File: src/rtl/battle_pkg.sv
// Shared definitions for the battle step controller.
// Holds field widths, the no-target flag position, the controller state
// encoding, damage side constants and the latched BattleFront result struct.
package battle_pkg;
  localparam int LOC_W     = 9;
  localparam int IDX_W     = 4;
  localparam int SEL_W     = 5;
  localparam int NO_TARGET = 4;

  localparam logic SIDE_FRIENDLY = 1'b0;
  localparam logic SIDE_ENEMY    = 1'b1;

  typedef enum logic [3:0] {
    S_IDLE, S_START, S_WAIT_DONE, S_ACK, S_DRAIN,
    S_APPLY_F, S_APPLY_E, S_FINISH, S_ABORT
  } state_t;

  // One BattleFront evaluation result, captured when Done is seen.
  typedef struct packed {
    logic [LOC_W-1:0] fFront;
    logic [LOC_W-1:0] eFront;
    logic [SEL_W-1:0] uSel;
    logic [SEL_W-1:0] eSel;
  } bf_result_t;
endpackage

File: src/rtl/battle_watchdog.sv
// Cycle watchdog for the battle step controller.
// Ports: clk, rst (sync, active-high), clr (zero the count), en (count this
// cycle), expired (high on the TIMEOUT-th enabled cycle since the last clear).
module battle_watchdog #(
  parameter int TIMEOUT = 64
) (
  input  logic clk,
  input  logic rst,
  input  logic clr,
  input  logic en,
  output logic expired
);
  localparam int CW = (TIMEOUT > 2) ? $clog2(TIMEOUT) : 1;

  logic [CW-1:0] cnt;

  // The count holds the number of enabled cycles already completed, so the
  // current cycle is the TIMEOUT-th one when it reads TIMEOUT-1.
  assign expired = en && (cnt == CW'(TIMEOUT - 1));

  always_ff @(posedge clk) begin
    if (rst || clr)          cnt <= '0;
    else if (en && !expired) cnt <= cnt + CW'(1);
  end
endmodule

File: src/rtl/battle_step_ctrl.sv
// Initiator side of the BattleFront Start/Done/Ack handshake.
// Per Tick: pulse bf_Start, wait for bf_Done, latch fronts and selects,
// pulse bf_Ack, wait for Done to drop, emit up to two damage strobes
// (friendly then enemy), publish the fronts and pulse StepDone. A watchdog
// aborts the step (StepDone with Timeout) if WAIT_DONE or DRAIN hangs.
// Ports: clk, rst (sync, active-high), Tick, bf_Start/bf_Ack/bf_Done,
//   friendlyFront/enemyFront/unitDamageSelect/enemyDamageSelect (BattleFront
//   results), dmg_valid/dmg_side/dmg_index/dmg_amount (damage strobe),
//   front_f/front_e, StepDone, Timeout, Overrun (sticky), Busy.
// Optional: BATTLE_STEP_STATS_EN adds step_count, abort_count, last_latency.
module battle_step_ctrl
  import battle_pkg::*;
#(
  parameter int DMG_W   = 4,
  parameter int F_DMG   = 3,
  parameter int E_DMG   = 3,
  parameter int TIMEOUT = 64
) (
  input  logic             clk,
  input  logic             rst,
  input  logic             Tick,
  output logic             bf_Start,
  output logic             bf_Ack,
  input  logic             bf_Done,
  input  logic [LOC_W-1:0] friendlyFront,
  input  logic [LOC_W-1:0] enemyFront,
  input  logic [SEL_W-1:0] unitDamageSelect,
  input  logic [SEL_W-1:0] enemyDamageSelect,
  output logic             dmg_valid,
  output logic             dmg_side,
  output logic [IDX_W-1:0] dmg_index,
  output logic [DMG_W-1:0] dmg_amount,
  output logic [LOC_W-1:0] front_f,
  output logic [LOC_W-1:0] front_e,
  output logic             StepDone,
  output logic             Timeout,
  output logic             Overrun,
  output logic             Busy
`ifdef BATTLE_STEP_STATS_EN
  ,
  output logic [15:0]      step_count,
  output logic [7:0]       abort_count,
  output logic [7:0]       last_latency
`endif
);
  state_t     state, nextState;
  bf_result_t res;
  logic       wdExp, wdEn, wdClr;

  // Damage fields are registered copies of the outputs so they hold between
  // strobes while the strobe cycle itself drives the new values directly.
  logic             dmgSideQ;
  logic [IDX_W-1:0] dmgIdxQ;
  logic [DMG_W-1:0] dmgAmtQ;

  assign wdEn  = (state == S_WAIT_DONE) || (state == S_DRAIN);
  assign wdClr = (nextState != state);
  assign Busy  = (state != S_IDLE);

  battle_watchdog #(.TIMEOUT(TIMEOUT)) uWatchdog (
    .clk(clk), .rst(rst), .clr(wdClr), .en(wdEn), .expired(wdExp)
  );

  always_comb begin
    nextState  = state;
    bf_Start   = 1'b0;
    bf_Ack     = 1'b0;
    StepDone   = 1'b0;
    Timeout    = 1'b0;
    dmg_valid  = 1'b0;
    dmg_side   = dmgSideQ;
    dmg_index  = dmgIdxQ;
    dmg_amount = dmgAmtQ;
    case (state)
      S_IDLE:      if (Tick) nextState = S_START;
      S_START: begin
        bf_Start  = 1'b1;
        nextState = S_WAIT_DONE;
      end
      // Done seen on the last allowed cycle still counts as a result.
      S_WAIT_DONE: if (bf_Done)    nextState = S_ACK;
                   else if (wdExp) nextState = S_ABORT;
      S_ACK: begin
        bf_Ack    = 1'b1;
        nextState = S_DRAIN;
      end
      S_DRAIN:     if (!bf_Done)   nextState = S_APPLY_F;
                   else if (wdExp) nextState = S_ABORT;
      S_APPLY_F: begin
        if (!res.uSel[NO_TARGET]) begin
          dmg_valid  = 1'b1;
          dmg_side   = SIDE_FRIENDLY;
          dmg_index  = res.uSel[IDX_W-1:0];
          dmg_amount = DMG_W'(F_DMG);
        end
        nextState = S_APPLY_E;
      end
      S_APPLY_E: begin
        if (!res.eSel[NO_TARGET]) begin
          dmg_valid  = 1'b1;
          dmg_side   = SIDE_ENEMY;
          dmg_index  = res.eSel[IDX_W-1:0];
          dmg_amount = DMG_W'(E_DMG);
        end
        nextState = S_FINISH;
      end
      S_FINISH: begin
        StepDone  = 1'b1;
        nextState = S_IDLE;
      end
      S_ABORT: begin
        StepDone  = 1'b1;
        Timeout   = 1'b1;
        nextState = S_IDLE;
      end
      default:     nextState = S_IDLE;
    endcase
  end

  always_ff @(posedge clk) begin
    if (rst) begin
      state    <= S_IDLE;
      res      <= '0;
      dmgSideQ <= 1'b0;
      dmgIdxQ  <= '0;
      dmgAmtQ  <= '0;
      front_f  <= '0;
      front_e  <= '1;
      Overrun  <= 1'b0;
    end else begin
      state    <= nextState;
      dmgSideQ <= dmg_side;
      dmgIdxQ  <= dmg_index;
      dmgAmtQ  <= dmg_amount;
      if (state == S_WAIT_DONE && bf_Done)
        res <= '{fFront: friendlyFront, eFront: enemyFront,
                 uSel: unitDamageSelect, eSel: enemyDamageSelect};
      if (state == S_FINISH) begin
        front_f <= res.fFront;
        front_e <= res.eFront;
      end
      if (Tick && state != S_IDLE) Overrun <= 1'b1;
    end
  end

`ifdef BATTLE_STEP_STATS_EN
  // latCnt reads 1 on the first WAIT_DONE cycle, so on the cycle Done is
  // seen it equals the number of cycles since Start.
  logic [7:0] latCnt;

  always_ff @(posedge clk) begin
    if (rst) begin
      step_count   <= '0;
      abort_count  <= '0;
      last_latency <= '0;
      latCnt       <= '0;
    end else begin
      if (state == S_FINISH) step_count <= step_count + 16'd1;
      if (state == S_ABORT && abort_count != 8'hFF) abort_count <= abort_count + 8'd1;
      if (state == S_START) latCnt <= 8'd1;
      else if (state == S_WAIT_DONE && latCnt != 8'hFF) latCnt <= latCnt + 8'd1;
      if (state == S_WAIT_DONE && bf_Done) last_latency <= latCnt;
    end
  end
`endif
endmodule

File: config.mk
export PLATFORM = sky130hd
export DESIGN_NAME = battle_step_ctrl
export DESIGN_NICKNAME = d
export VERILOG_FILES = /design/src/rtl/battle_pkg.sv /design/src/rtl/battle_watchdog.sv /design/src/rtl/battle_step_ctrl.sv
export SDC_FILE = /design/constraint.sdc
export NUM_CORES = 1
export LEC_CHECK = 0
export ABC_CLOCK_PERIOD_IN_PS = 2650
export CAP_MARGIN = 30
export CORE_ASPECT_RATIO = 0.5
export CORE_MARGIN = 8
export CORE_UTILIZATION = 52
export CTS_CLUSTER_DIAMETER = 150
export DETAILED_ROUTE_END_ITERATION = 12
export GPL_TIMING_DRIVEN = 0
export HOLD_SLACK_MARGIN = 0.08
export PLACE_DENSITY = 0.91
export SKIP_CTS_REPAIR_TIMING = 1
export SYNTH_ARGS = -nofsm -noshare
export SYNTH_HDL_FRONTEND = slang
export SYNTH_SLANG_ARGS = --single-unit
export TNS_END_PERCENT = 30
File: constraint.sdc
create_clock -name clk -period 2.65 [get_ports clk]
set_input_delay 0.3975 -clock clk [delete_from_list [all_inputs] [get_ports clk]]
set_output_delay 0.3975 -clock clk [all_outputs]
set_load 0.05 [all_outputs]
# Word-level counts from Yosys, hierarchy flattened
# Index checks and enable logic that the tools add are counted.
op_classes:
  addsub: 1
  n_eq_ne: 10
  n_mux: 21
  reduce_logical: 10
ops:
  columns: ["op", "n"]
  rows:
  - ["two-way mux 4 bit", 8]
  - ["one-hot mux 4 bit (7 select lines)", 1]
  - ["== test 4 x 3 -> 1 bit (second input constant)", 4]
  - ["one-hot mux 4 bit (2 select lines)", 2]
  - ["== test 4 x 2 -> 1 bit (second input constant)", 2]
  - ["two-way mux 1 bit", 8]
  - ["adder 6 x 1 -> 6 bit (second input constant)", 1]
  - ["== test 6 bit (second input constant)", 1]
  - ["== test 4 x 1 -> 1 bit (second input constant)", 1]
  - ["== test 4 bit (second input constant)", 1]
  - ["logical AND 1 bit", 4]
  - ["zero test 4 bit", 1]
  - ["inequality test 4 bit", 1]
  - ["one-hot mux 1 bit (2 select lines)", 2]
  - ["nonzero test 4 bit", 1]
  - ["logical OR 1 bit", 2]
  - ["OR reduction 2 bit", 1]
  - ["zero test 1 bit", 1]
totals:
  register_bits: 66
  input_bits: 32
  output_inout_bits: 34
  wordCells: 54

# Longest topological paths before layout
depth:
  ltp_word: 8
  depth_mapped: 7
  depth_no_buf: 5

# Hierarchy
# Synthesis repeated with hierarchy kept, for this count alone.
hier_totals:
  cells_unflattened: 320
  area_unflattened_um2: 2623.8
by_module_without_submodules:
  columns: ["mod", "instances", "cells_each", "area_per_inst_um2", "seq_area_each_um2"]
  rows:
  - ["battle_step_ctrl", 1, 287, 2322.2, 1201.2]
  - ["battle_watchdog", 1, 33, 301.5, 120.1]

# Worst setup path after synthesis
# Ideal clock, no wire load.
synth_timing:
  path_type: "reg2out"
  from: "reg state[2]"
  to: "out StepDone"
  arrival_time_ns: 2.777
  required_ns: 2.253
  path_slack_ns: -0.524
  stages_incl_launch_ff: 4
  n_path_buf: 1
  path_cell_list: "dfxtp_1 -> buf_4 -> nor4b_1 -> nand2b_1"
synth_between:
  elab_chain_cells: 3
  elab_cells_between_ends: 4
  classes_between: "eq/ne (2); mux (1); reduce/logical (1)"
synth_rtl:
  columns: ["element", "line_no", "source"]
  rows:
  - ["start: declaration", "battle_step_ctrl.sv:46", "state_t state, nextState;"]
  - ["start signal: assignment", "battle_step_ctrl.sv:131", "state <= nextState;"]
  - ["== test 4 x 3 -> 1 bit or == test 4 bit (tied branches)", "battle_step_ctrl.sv:74", "case (state)"]
  - ["OR reduction 2 bit (no line) (*)", null, null]
  - ["two-way mux 1 bit (*)", "battle_step_ctrl.sv:74", null]
  - ["end: declaration", "battle_step_ctrl.sv:35", "output logic StepDone,"]
# Mark *: on every way between the ends. The rest lies on a longest branch, timed or not.

# Worst setup path after layout
layout_timing:
  from: "reg state[1]"
  to: "out bf_Start"
layout_between:
  elab_chain_cells: 2
layout_rtl:
  columns: ["element", "line_no", "source"]
  rows:
  - ["== test 4 x 1 -> 1 bit", "battle_step_ctrl.sv:74", null]
  - ["two-way mux 1 bit", "battle_step_ctrl.sv:74", null]
  - ["end: declaration", "battle_step_ctrl.sv:22", "output logic bf_Start,"]
# No other way between the ends.

==> reports/metrics.cfg <==
[global_route]
grtUsageTotal_pct=18.80
grt_max_degree=11
grt_pass1_vias=2551
grt_overflow_total=0
grt_first_pass_wirelength_mm=11.30
antenna_found_initial=0

[sta]
fmaxAchievable_mhz=399.4
period_share_pct=94.48
finalSetupViolations=0
period_needed_ns=2.504
grt_setup_unrepaired=no
fin_setup_tns_ns=0
fin_hold_ws_ns=0.4533
slew_headroom_pct=64.41
skew_ns=0.007853
setup_ws_ns=0.1462
hold_viol=0
worst_slew_pin_slew_ns=0.5330
slew_violations=0

[synth]
yosysSeqAreaShare_pct=50.12
synth_top_cell_by_area=dfxtp_1
synthDominantCellAreaShare_pct=50.12
synth-seq-cells=66
syn_area_sq_mm=0.002636
yosys_most_used_dff=dfxtp_1
postSynthAreaPerCell_sq_um=8.264
synth_cells=319
syn_nets=352
ys_warn_count=0
synth-edff-count=0
async_flop_share_pct=0
synth_area_leaders=dfxtp_1, nand2_1, a21oi_1
ys_types=40

[detailed_routing]
drtIter0Drc=126
ant_nets=0
drcViolationCount=0
wl_per_cell_microns=14.72
dr.pass1.iters=6
vias=2446
finalWirelength_mm=6.887
via_per_inst=5.226

[place]
dp.cells=453
gp_congestion=0.8364
dpl.hpwl_mm=5.029
place_ws_ns=0.1616
numPortBuffers=64

[setup_path]
crit_fanout=10
end_kind=output port
slowest_delay_ns=0.84
cpMaxStageDelayCell=clkdlybuf4s50_1
cpLargestDelayFamily=buffers and inverters
critPathArrivalTime_ns=2.11
critPathLaunchType=flip-flop
cp.buffers_inverters=2
required_ns=2.25
crit_chain=buf_4, nand2b_1, nor3_1, clkdlybuf4s50_1
crit_type=flip-flop to output port

[power_and_ir_drop]
ir_drop_v=0.0002946
p_clk_share_pct=37.4
power_density_mw_per_mm2=560.4
p_sw_share_pct=25.32
power_switching_w=0.0005069
leakage_nw=1.535
comb_power_share_pct=11.3
power_frac_seq_pct=51.3
p_int_w=0.001495

[final_layout]
nets=427
num_antenna_cells=0
area_growth_pct=35.50
drive_gt1_share_pct=8.543
stdcell_count=468
layout_common_cells=nand2_1, dfxtp_1, clkdlybuf4s50_1
final_common_cell=nand2_1

[clock_network]
cts_tree=built
clkTransAtPathRegs_ns=0.07
htree_levels=3
clock_sinks=66
clk_latency_ns=0.34
cts.path.max_buffers=2
root_buffer=clkbuf_8
numCtsBuffers=9

[hold_path]
hold_path.class=flip-flop to flip-flop

[die]
die_h_microns=66.35
fp.dieW_microns=116.7
coreArea_sq_mm=0.004910
start_util_pct=53.70
ios=66
num_rows=18
die-area_sq_mm=0.007743

[flow_run]
max_cap_viol_count=0

[outcome]
status=finished clean

-- kinds of logic after synthesis --
| kind of cell | count (synthesis) | synth area share (%) |
|---|---|---|
| AOI/OAI and AO/OA | 57 | 12.43 |
| xor gates and xnor gates | 4 | 1.329 |
| adders and majority gates | 1 | 0.4745 |
| buffers and inverters | 21 | 3.844 |
| DFF | 66 | 50.12 |
| muxes | 4 | 1.566 |
| and+or+nand+nor | 166 | 30.23 |
-- state kept, by name, indices dropped and copies added (netlist names) --
signal,count
dmgIdxQ,4
dmgSideQ,1
Overrun,1
state,4
dmgAmtQ,4
front_f,9
uWatchdog.cnt,6
front_e,9
res,28
-- power by group through the flow --
stage	Clock (W)	Sequential, W	Combinational [W]
final	0.000749	0.00103	0.000227
after global routing	0.000807	0.00103	0.000243
after CTS	0.000760	0.00103	0.000227
after detailed placement	0	0.00105	0.000224
after global placement	0	0.00105	0.000218
after floorplan	0	0.00105	0.000129
-- cell usage after synthesis (3+ instances only) --
library cell	instances
and2_1	3
a21oi_1	44
mux2i_1	3
clkbuf_1	7
buf_2	6
nor3b_1	3
xor2_1	3
buf_4	4
nand3_1	3
a22oi_1	4
inv_1	3
nor2_1	12
nor2b_1	7
dfxtp_1	66
nand3b_1	10
nand2b_1	6
nand2_1	105
nor3_1	5
-- worst reg2reg max path: cells and delay by family (launching register included) --
kind / cells / cell delay, ns
simple gates: 3 / 0.70
buf+inv: 2 / 0.50
flops: 1 / 0.30
compound gates: 1 / 0.07
-- routing by layer --
layer  up-vias  GRT usage [%]  routed length (microns)
met3        17          7.104                      504
met2        85          34.68                     3580
met5         -              0                        0
met4         0          8.531                      139
met1      1141          18.71                     2662
li1       1203              -                        -
-- per-stage QoR --
step	power (W)	util [%]	area (sq um)
6_report	0.002002	72.76	3572
3_5_place_dp	0.001271	68.65	3371
4_1_cts	0.002012	72.15	3542
2_1_floorplan	0.001179	-	2643
3_3_place_gp	0.001264	68.65	3371
5_1_grt	0.002077	72.76	3572
-- layout make-up --
type                            count  area, sq um
Multi-Input combinational cell    232         1220
Buffer                             18        90.09
Sequential cell                    66         1321
Inverter                            3        11.26
Clock inverter                      2        12.51
Fill cell                         366         1338
Tap cell                           70        87.58
Timing Repair Buffer               64        670.6
Clock buffer                       13        158.9
-- worst paths after layout --
| path | from | to | slack [ns] | cells past startpoint |
|---|---|---|---|---|
| worst max-delay path | state[1] | bf_Start | 0.15 | 4 |
| worst min-delay path | res[21] | front_f[2] | 0.45 | 2 |
| worst max register to register | state[0] | res[27] | 0.96 | 6 |
| worst min register to register | res[21] | front_f[2] | 0.45 | 2 |
Power figures use the tool's default switching activity.
